$ cat src/rtl/reaction_round_sequencer.sv
// reaction_round_sequencer
// Runs a multi-round reaction-time session. Each round arms a random
// pre-target delay, lights one target LED and times the matching switch in ms.
// Last, best and total response times are kept across ROUNDS trials.
//
// Optional build macro: FALSE_START_EN. When defined, any switch rising during
// DELAY ends the round as a miss (TIMEOUT_MS) with a fault pulse.
//
// Ports
//   ADC_CLK_10  system clock, posedge
//   reset       asynchronous active-high reset
//   ms_tick     1 ms strobe, one cycle wide
//   start       debounced start level; rising edge starts a session
//   rand_num    random source, sampled in ARM for the delay
//   target_sel  random target index, sampled in ARM (10..15 fold to 0..5)
//   sw          synchronised slide switches
//   led         one-hot target LED, 0 when no target is lit
//   busy        high in all states except IDLE/DONE
//   state_code  current state encoding
//   round_num   rounds completed this session
//   last_time   last recorded response, ms
//   best_time   minimum response this session, ms
//   total_time  saturating sum of responses this session, ms
//   done        one-cycle pulse when the final round is recorded
//   fault       one-cycle pulse on timeout (or false start)
module reaction_round_sequencer #(
  parameter int unsigned ROUNDS       = 5,
  parameter int unsigned MIN_DELAY_MS = 500,
  parameter logic [14:0] DELAY_MASK   = 15'h0FFF,
  parameter int unsigned TIMEOUT_MS   = 9999,
  parameter int unsigned TW           = 14
) (
  input  logic            ADC_CLK_10,
  input  logic            reset,
  input  logic            ms_tick,
  input  logic            start,
  input  logic [14:0]     rand_num,
  input  logic [3:0]      target_sel,
  input  logic [9:0]      sw,
  output logic [9:0]      led,
  output logic            busy,
  output logic [2:0]      state_code,
  output logic [3:0]      round_num,
  output logic [TW-1:0]   last_time,
  output logic [TW-1:0]   best_time,
  output logic [TW+3:0]   total_time,
  output logic            done,
  output logic            fault
);

  localparam int unsigned DW   = 16;
  localparam int unsigned TOTW = TW + 4;
  localparam int unsigned TSW  = TOTW + 1;
  localparam logic [TW-1:0] TIMEOUT_V = TW'(TIMEOUT_MS);
  localparam logic [4:0]    ROUNDS_V  = 5'(ROUNDS);

  typedef enum logic [2:0] {
    IDLE    = 3'd0,
    ARM     = 3'd1,
    DELAY   = 3'd2,
    WAIT_SW = 3'd3,
    RECORD  = 3'd4,
    GAP     = 3'd5,
    DONE    = 3'd6
  } state_t;

  state_t          state, state_d;
  logic            start_q;
  logic [9:0]      sw_q;
  logic [DW-1:0]   delay_cnt, delay_d;
  logic [TW-1:0]   resp_cnt, resp_d;
  logic [3:0]      target, target_d;
  logic [9:0]      led_d;
  logic            busy_d;
  logic [3:0]      round_d;
  logic [TW-1:0]   last_d, best_d;
  logic [TOTW-1:0] total_d;
  logic            done_d, fault_d;

  logic            start_rise_c;
  logic            false_start_c;
  logic [TW-1:0]   resp_next_c;
  logic [TSW-1:0]  total_sum_c;

  assign start_rise_c = start & ~start_q;

  // Any switch rising while waiting for the target counts as jumping the gun
`ifdef FALSE_START_EN
  assign false_start_c = |(sw & ~sw_q);
`else
  assign false_start_c = 1'b0;
`endif

  // Response counter advanced by this cycle's tick, saturating at the miss value
  assign resp_next_c = (ms_tick && (resp_cnt < TIMEOUT_V)) ? resp_cnt + TW'(1) : resp_cnt;

  // One extra bit catches overflow of the running total
  assign total_sum_c = {1'b0, total_time} + TSW'(resp_cnt);

  assign state_code = state;

  // Next-state and next-output logic
  always_comb begin
    state_d  = state;
    delay_d  = delay_cnt;
    resp_d   = resp_cnt;
    target_d = target;
    led_d    = led;
    round_d  = round_num;
    last_d   = last_time;
    best_d   = best_time;
    total_d  = total_time;
    done_d   = 1'b0;
    fault_d  = 1'b0;

    case (state)
      IDLE: begin
        if (start_rise_c) state_d = ARM;
      end
      ARM: begin
        delay_d  = DW'(MIN_DELAY_MS) + DW'(rand_num & DELAY_MASK);
        target_d = (target_sel >= 4'd10) ? target_sel - 4'd10 : target_sel;
        state_d  = DELAY;
      end
      DELAY: begin
        if (false_start_c) begin
          resp_d  = TIMEOUT_V;
          fault_d = 1'b1;
          state_d = RECORD;
        end else if (ms_tick) begin
          // <= 1 also covers a zero-length delay without wrapping
          if (delay_cnt <= DW'(1)) begin
            led_d   = 10'(1) << target;
            resp_d  = '0;
            state_d = WAIT_SW;
          end else begin
            delay_d = delay_cnt - DW'(1);
          end
        end
      end
      WAIT_SW: begin
        resp_d = resp_next_c;
        if (sw[target]) begin
          state_d = RECORD;
        end else if (resp_next_c == TIMEOUT_V) begin
          fault_d = 1'b1;
          state_d = RECORD;
        end
      end
      RECORD: begin
        last_d  = resp_cnt;
        if (resp_cnt < best_time) best_d = resp_cnt;
        total_d = total_sum_c[TOTW] ? '1 : total_sum_c[TOTW-1:0];
        round_d = round_num + 4'd1;
        led_d   = '0;
        if (({1'b0, round_num} + 5'd1) == ROUNDS_V) begin
          done_d  = 1'b1;
          state_d = DONE;
        end else begin
          state_d = GAP;
        end
      end
      GAP: begin
        // Switches must be released for a whole cycle before the next tick re-arms
        if (ms_tick && (sw == '0) && (sw_q == '0)) state_d = ARM;
      end
      DONE: begin
        if (start_rise_c) begin
          round_d = '0;
          last_d  = '0;
          total_d = '0;
          best_d  = TIMEOUT_V;
          state_d = ARM;
        end
      end
      default: state_d = IDLE;
    endcase

    busy_d = (state_d != IDLE) && (state_d != DONE);
  end

  // State and output registers
  always_ff @(posedge ADC_CLK_10 or posedge reset) begin
    if (reset) begin
      state      <= IDLE;
      start_q    <= 1'b0;
      sw_q       <= '0;
      delay_cnt  <= '0;
      resp_cnt   <= '0;
      target     <= '0;
      led        <= '0;
      busy       <= 1'b0;
      round_num  <= '0;
      last_time  <= '0;
      best_time  <= TIMEOUT_V;
      total_time <= '0;
      done       <= 1'b0;
      fault      <= 1'b0;
    end else begin
      state      <= state_d;
      start_q    <= start;
      sw_q       <= sw;
      delay_cnt  <= delay_d;
      resp_cnt   <= resp_d;
      target     <= target_d;
      led        <= led_d;
      busy       <= busy_d;
      round_num  <= round_d;
      last_time  <= last_d;
      best_time  <= best_d;
      total_time <= total_d;
      done       <= done_d;
      fault      <= fault_d;
    end
  end

endmodule

$ cat config.mk
export PLATFORM = sky130hd
export DESIGN_NAME = reaction_round_sequencer
export DESIGN_NICKNAME = d
export VERILOG_FILES = /design/src/rtl/reaction_round_sequencer.sv
export SDC_FILE = /design/constraint.sdc
export NUM_CORES = 1
export LEC_CHECK = 0
export BUFFER_PORTS_ARGS = -buffer_cell sky130_fd_sc_hd__buf_2
export CORE_MARGIN = 2
export CORE_UTILIZATION = 58
export DETAILED_ROUTE_END_ITERATION = 10
export GPL_TIMING_DRIVEN = 1
export PLACE_DENSITY = 0.81
export SYNTH_ARGS = -nofsm -noshare
export SYNTH_HDL_FRONTEND = slang
export SYNTH_SLANG_ARGS = --single-unit
$ cat constraint.sdc
create_clock -name ADC_CLK_10 -period 3.85 [get_ports ADC_CLK_10]
set_input_delay 0.5775 -clock ADC_CLK_10 [delete_from_list [all_inputs] [get_ports ADC_CLK_10]]
set_output_delay 0.5775 -clock ADC_CLK_10 [all_outputs]
set_load 0.01 [all_outputs]
==> results of run 1 <==
placed cells by master (no fill, tap or decap), types with 7 or more instances in the layout:
master     Yosys  final
dfrtp_1      103    103
buf_2          3     95
nand2_1       70     70
o21ai_0       64     64
nor2_1        60     59
a21oi_1       56     56
ha_1          34     34
inv_1         31     30
nand3_1       22     22
nor3_1        15     15
a31oi_1       15     15
a22o_1        15     15
xnor2_1       14     14
a21o_1        13     13
nand2b_1      11     11
nor4_1        11     11
o211ai_1      10     10
o22a_1        10     10
buf_4          0     10
nand4_1        9      9
clkbuf_16      0      9
dfstp_2        8      8
nor2b_1        7      7
o31ai_1        7      7
metrics by stage:
stage                     power, uW  hold WS, ns  cell area [sq um]  util (%)
after global placement         3620        0.462               7270      64.2
after floorplan                3140        0.471               6680         -
after detailed placement       3730        0.477               7270      64.2
after global routing           4910        0.351               7520      66.5
final                          4580        0.352               7520      66.5
after CTS                      4590        0.348               7520      66.5
area by class of cell:
| cell class | count | share of cell area, % |
|---|---|---|
| clock inverter | 4 | 0.299 |
| timing repair buffer | 106 | 7.58 |
| clock buffer | 12 | 3.14 |
| tap | 143 | 2.38 |
| sequential | 111 | 37.0 |
| multi-input combinational | 552 | 48.0 |
| inverter | 31 | 1.58 |
how the worst max path moves through the flow:
stage	end	cells past startpoint	slack [ns]
2_1_floorplan	best_time[11]	1	0.36
3_3_place_gp	total_time[17]	8	0.79
3_5_place_dp	total_time[17]	8	0.65
4_1_cts	total_time[15]	8	0.63
5_1_grt	total_time[17]	8	0.38
6_report	total_time[1]	8	0.57
worst register-to-register path, cell delays in order, from the launching register on:
cell,delay (ns)
dfrtp_1,0.58
ha_1,0.35
nor2b_1,0.16
o31a_1,0.29
o311ai_0,0.53
a21o_1,0.24
nand3_1,0.51
a21boi_0,0.37
o22ai_1,0.11
power breakdown:
part,switching (uW),internal [uW]
Combinational,1130,782
Clock,421,437
Sequential,338,1470
layer usage:
metal / GRT usage (%) / share of wire (%) / wire length, um
met5: 0 / 0 / 0
met4: 10.5 / 2.1 / 356
met3: 5.61 / 7.1 / 1190
met2: 45.3 / 49 / 8210
met1: 36.8 / 42 / 7040
logic make-up after synthesis:
kind of cell / count (synthesis) / synth area share [%]
adder cells (fa/ha/maj): 35 / 6.67
AO/OA/AOI/OAI: 247 / 24.4
AND/OR/NAND/NOR: 243 / 18.8
multiplexers: 7 / 1.52
buffers and inverters: 71 / 4.29
flip-flops: 111 / 41.7
XOR/XNOR: 20 / 2.62
sequential cells by signal (all words and copies together) (netlist names):
name and count:
resp_cnt 14, sw_q 10, busy 1, best_time 14, total_time 18, target 4
led 10, round_num 4, last_time 14, fault 1, state_code 3, start_q 1
delay_cnt 16, done 1
==> flow_summary.ini, run 1 <==
[cts]
cts.clk_slew.worst_paths_ns = 0.07
cts_sinks = 111
postCtsSetupRepairBufs = 0
tritoncts = done
cts_buffers = 9
insertion_delay_ns = 0.36
holdBufCountCts = 0
root_buffer = clkbuf_16
ctsHtreeMaxLevel = 3
clock_path_buffers = 2
cts_resized = 0

[worst_hold_path]
hold_class = input port to register
min_from = sw[3]
min_to = sw_q[3]
hold_depth = 1

[critical_path]
rrSetupSlack_ns = 0.57
worstSetupStartpointType = register
slowest_delay_ns = 0.58
cp_slowest_cell = dfrtp_1
critical_path_class = register to register
cp-end-kind = register
reg2reg_to = total_time[1]
timing.critical_path.cells = ha_1 > nor2b_1 > o31a_1 > o311ai_0 > a21o_1 > nand3_1 > a21boi_0 > o22ai_1
crit_family = compound AO/OA/AOI/OAI gates
cp_max_fo = 16
r2r_cells = 8
required_ns = 4.07
cp-startpoint = resp_cnt[2]
r2r_start = resp_cnt[2]
crit_buf_inv = 0
critical_path_arrival_ns = 3.50

[synthesis]
synth_most_common_cell = dfrtp_1
yosys_warnings = 0
ys_ff_latch = 111
avgSynthCellArea_sq_um = 9.10
synth.distinct_cells = 76
synthArstFlopShare_pct = 100
synth_nets = 802
yosysTopAreaCell = dfrtp_1
synth_common_cells = dfrtp_1, nand2_1, o21ai_0, nor2_1, a21oi_1
ys_seq_area_share_pct = 41.7
synth_top_area_share_pct = 38.6
synth.area.top_cells = dfrtp_1, ha_1, o21ai_0
synth_ff_type = dfrtp_1
syn_inst = 734
synth_edf_count = 0
synthesis.area_sq_mm = 0.00668

[timing]
hold_violations = 0
fin_setup_tns_ns = 0
rsz0062_at_grt = no
drv_slew = 0
fin_crit_ns = 3.28
finalCritPeriodShare_pct = 85.2
max_slew.worst_pin.slew_ns = 1.12
slew_headroom_pct = 25.1
max_freq_mhz = 305
finClkSkew_ns = 0.00749
fin_ws_ns = 0.570
finalSetupViolations = 0

[detailed_routing]
via_per_inst = 6.28
wirelength_um = 16800
post_drt_wl_per_cell_um = 17.5
antenna_left = 0
drt_first_iter_violations = 399
drcViolationCount = 0
dr.pass1.iters = 5
num_vias = 6024

[final_layout]
multi_input_area_sq_mm = 0.00361
area_delta_synth_final_pct = 12.6
fillers = 905
drive_above_1_share_pct = 18.6
n_antenna_cell = 0
regArea_sq_mm = 0.00279
instances_no_fill = 959
final_nets = 879

[global_route]
grt_pass1_wl_um = 28200
grt_overflow = 0
antenna_found_initial = 0
grt_pass1_vias = 5775
grt_max_degree = 78
grt_usage_pct = 27.7

[power_and_ir_drop]
power_density_mw_per_mm2 = 609
power.leakage_uw = 0.00360
peakVddDrop_mv = 0.355

[outcome]
status = finished clean

[die]
die_h_um = 111
dieArea_sq_mm = 0.0124
num_rows = 39
start_util_pct = 59.0
io_pins = 99
core_area_sq_mm = 0.0113
fp.dieW_um = 111

[job]
drv_cap = 0

[place]
port_buffers = 95
pre_cts_ws_ns = 0.649
dp.cells = 943
dp.final_hpwl_um = 11800
gp_congestion = 0.952
Power figures use the tool's default switching activity.
==> run 2, diff against run 1 <==
Settings changed: HOLD_SLACK_MARGIN set to 0.05, RECOVER_POWER set to 50.
Clock period 3.85 ns to 3.1 ns, I/O delays scaled along.
==> run 2 against run 1 <==
Against the previous run: the flow now finishes with violations (max-capacitance violations, max-slew violations); flip-flop and latch count unchanged; worst setup slack got worse by 0.31 ns; non-clock buffer count increased by 23; sequential power increased by 22%; combinational power increased by 33%; utilization increased by 1.5 points.
==> flow_summary.ini, run 2 (same netlist as run 1, synthesis figures left out) <==
[final_layout]
final_nets = 902
n_antenna_cell = 0
layout_common_cells = dfrtp_1, nand2_1, o21ai_0, buf_2, nor2_1
largest-register = total_time
area_delta_synth_final_pct = 15.2
layout_commonest_cell = dfrtp_1
largest_register_ffs = 18
drive_above_1_share_pct = 17.2
fillers = 927
reg.largest.list = total_time x18, delay_cnt x16

[die]
num_rows = 39
start_util_pct = 59.0
die_h_um = 111
dieArea_sq_mm = 0.0124
fp.dieW_um = 111
io_pins = 99
core_area_sq_mm = 0.0113

[job]
drv_cap = 1

[cts]
clock_path_buffers = 2
insertion_delay_ns = 0.36
cts_buffers = 9
cts_resized = 0
postCtsSetupRepairBufs = 0
holdBufCountCts = 0
cts_sinks = 111
root_buffer = clkbuf_16
tritoncts = done
ctsHtreeMaxLevel = 3
cts.clk_slew.worst_paths_ns = 0.07

[critical_path]
r2r_cells = 8
cp-startpoint = resp_cnt[0]
cp_max_fo = 8
cp_slowest_cell = nor4b_4
critPathCapture = state_code[1]
rrSetupSlack_ns = 0.26
critical_path_arrival_ns = 3.09
timing.critical_path.cells = ha_1 > and3_1 > o211a_1 > nor4b_4 > mux2_4 > o21ai_2 > nand3_2 > a22o_1
slowest_delay_ns = 0.50
required_ns = 3.35
r2r_start = resp_cnt[0]
worstSetupStartpointType = register
critical_path_class = register to register
cp-end-kind = register
reg2reg_to = state_code[1]

[global_route]
grt_max_degree = 112
grt_overflow = 0
grt_pass1_wl_um = 28400
grt_usage_pct = 28.0
antenna_found_initial = 0
grt_pass1_vias = 5837

[timing]
finClkSkew_ns = 0.00523
fin_setup_tns_ns = 0
finalSetupViolations = 0
hold_violations = 0
slew_headroom_pct = -63.3
hold_ws_ns = 0.246
rsz0062_at_grt = no
finalCritPeriodShare_pct = 91.6
drv_slew = 112
fin_crit_ns = 2.84
max_slew.worst_pin.slew_ns = 2.45
max_freq_mhz = 352

[place]
dp.final_hpwl_um = 12300
gp_congestion = 0.886
port_buffers = 95

[power_and_ir_drop]
p_sw_share_pct = 40.3
p_comb_share_pct = 42.5
power.leakage_uw = 0.00361
power_density_mw_per_mm2 = 778
power_frac_clock_pct = 20.8
peakVddDrop_mv = 0.456
switchingPower_uw = 2410
power_frac_seq_pct = 36.7
intPower_uw = 3580

[detailed_routing]
dr.pass1.iters = 5
drcViolationCount = 0
drt_first_iter_violations = 419
via_per_inst = 6.17
antenna_left = 0
wirelength_um = 17100
num_vias = 6057
post_drt_wl_per_cell_um = 17.4

[outcome]
violations = max-capacitance violations, max-slew violations
status = complete, but fails checks

[worst_hold_path]
hold_depth = 1
hold_class = input port to register
-- run 2: how the worst min path moves through the flow --
stage / startpoint / endpoint
4_1_cts: sw[2] / sw_q[2]
2_1_floorplan: delay_cnt[5] / delay_cnt[5]
3_5_place_dp: last_time[9] / last_time[9]
6_report: sw[2] / sw_q[2]
3_3_place_gp: last_time[7] / last_time[7]
5_1_grt: sw[2] / sw_q[2]
-- run 2: area by class of cell --
type	count	area, sq um	area share [%]
Timing Repair Buffer	129	684	8.89
Clock buffer	10	229	2.98
Inverter	31	120	1.56
Clock inverter	6	85.1	1.11
Multi-Input combinational cell	552	3610	46.9
Sequential cell	111	2790	36.2
Tap cell	143	179	2.33
-- run 2: worst max-delay path, delay by kind of cell (launching register included) --
kind            cells  cell delay, ns
compound gates      3            0.74
fa+ha+maj           1            0.32
flops               1            0.47
mux                 1            0.34
simple gates        3            0.86
-- run 2: routing by layer --
layer	vias up	part of all wire, %	routed length (um)	global-route usage, %
met3	38	6.1	1050	3.92
met2	211	49	8330	46.3
li1	2892	-	-	-
met1	2916	42	7210	37.5
met4	0	2.7	468	11.6
met5	-	0	0	0
-- run 2: power groups by stage --
stage | logic [uW] | registers (uW) | clock network (uW)
finish | 2550 | 2200 | 1240
detailed placement | 2530 | 2210 | 0
floorplan | 1700 | 2200 | 0
global placement | 2430 | 2190 | 0
global route | 2840 | 2250 | 1310
CTS | 2550 | 2190 | 1260
-- run 2: metrics by stage --
step	area, sq um	setup slack (ns)	std cells	utilization (%)	power (uW)
floorplan	6690	0.522	734	-	3900
finish	7690	0.260	982	68.0	5990
global route	7690	0.0749	982	68.0	6400
CTS	7750	0.286	982	68.5	6000
global placement	7440	0.377	966	65.7	4620
detailed placement	7440	0.300	966	65.7	4750
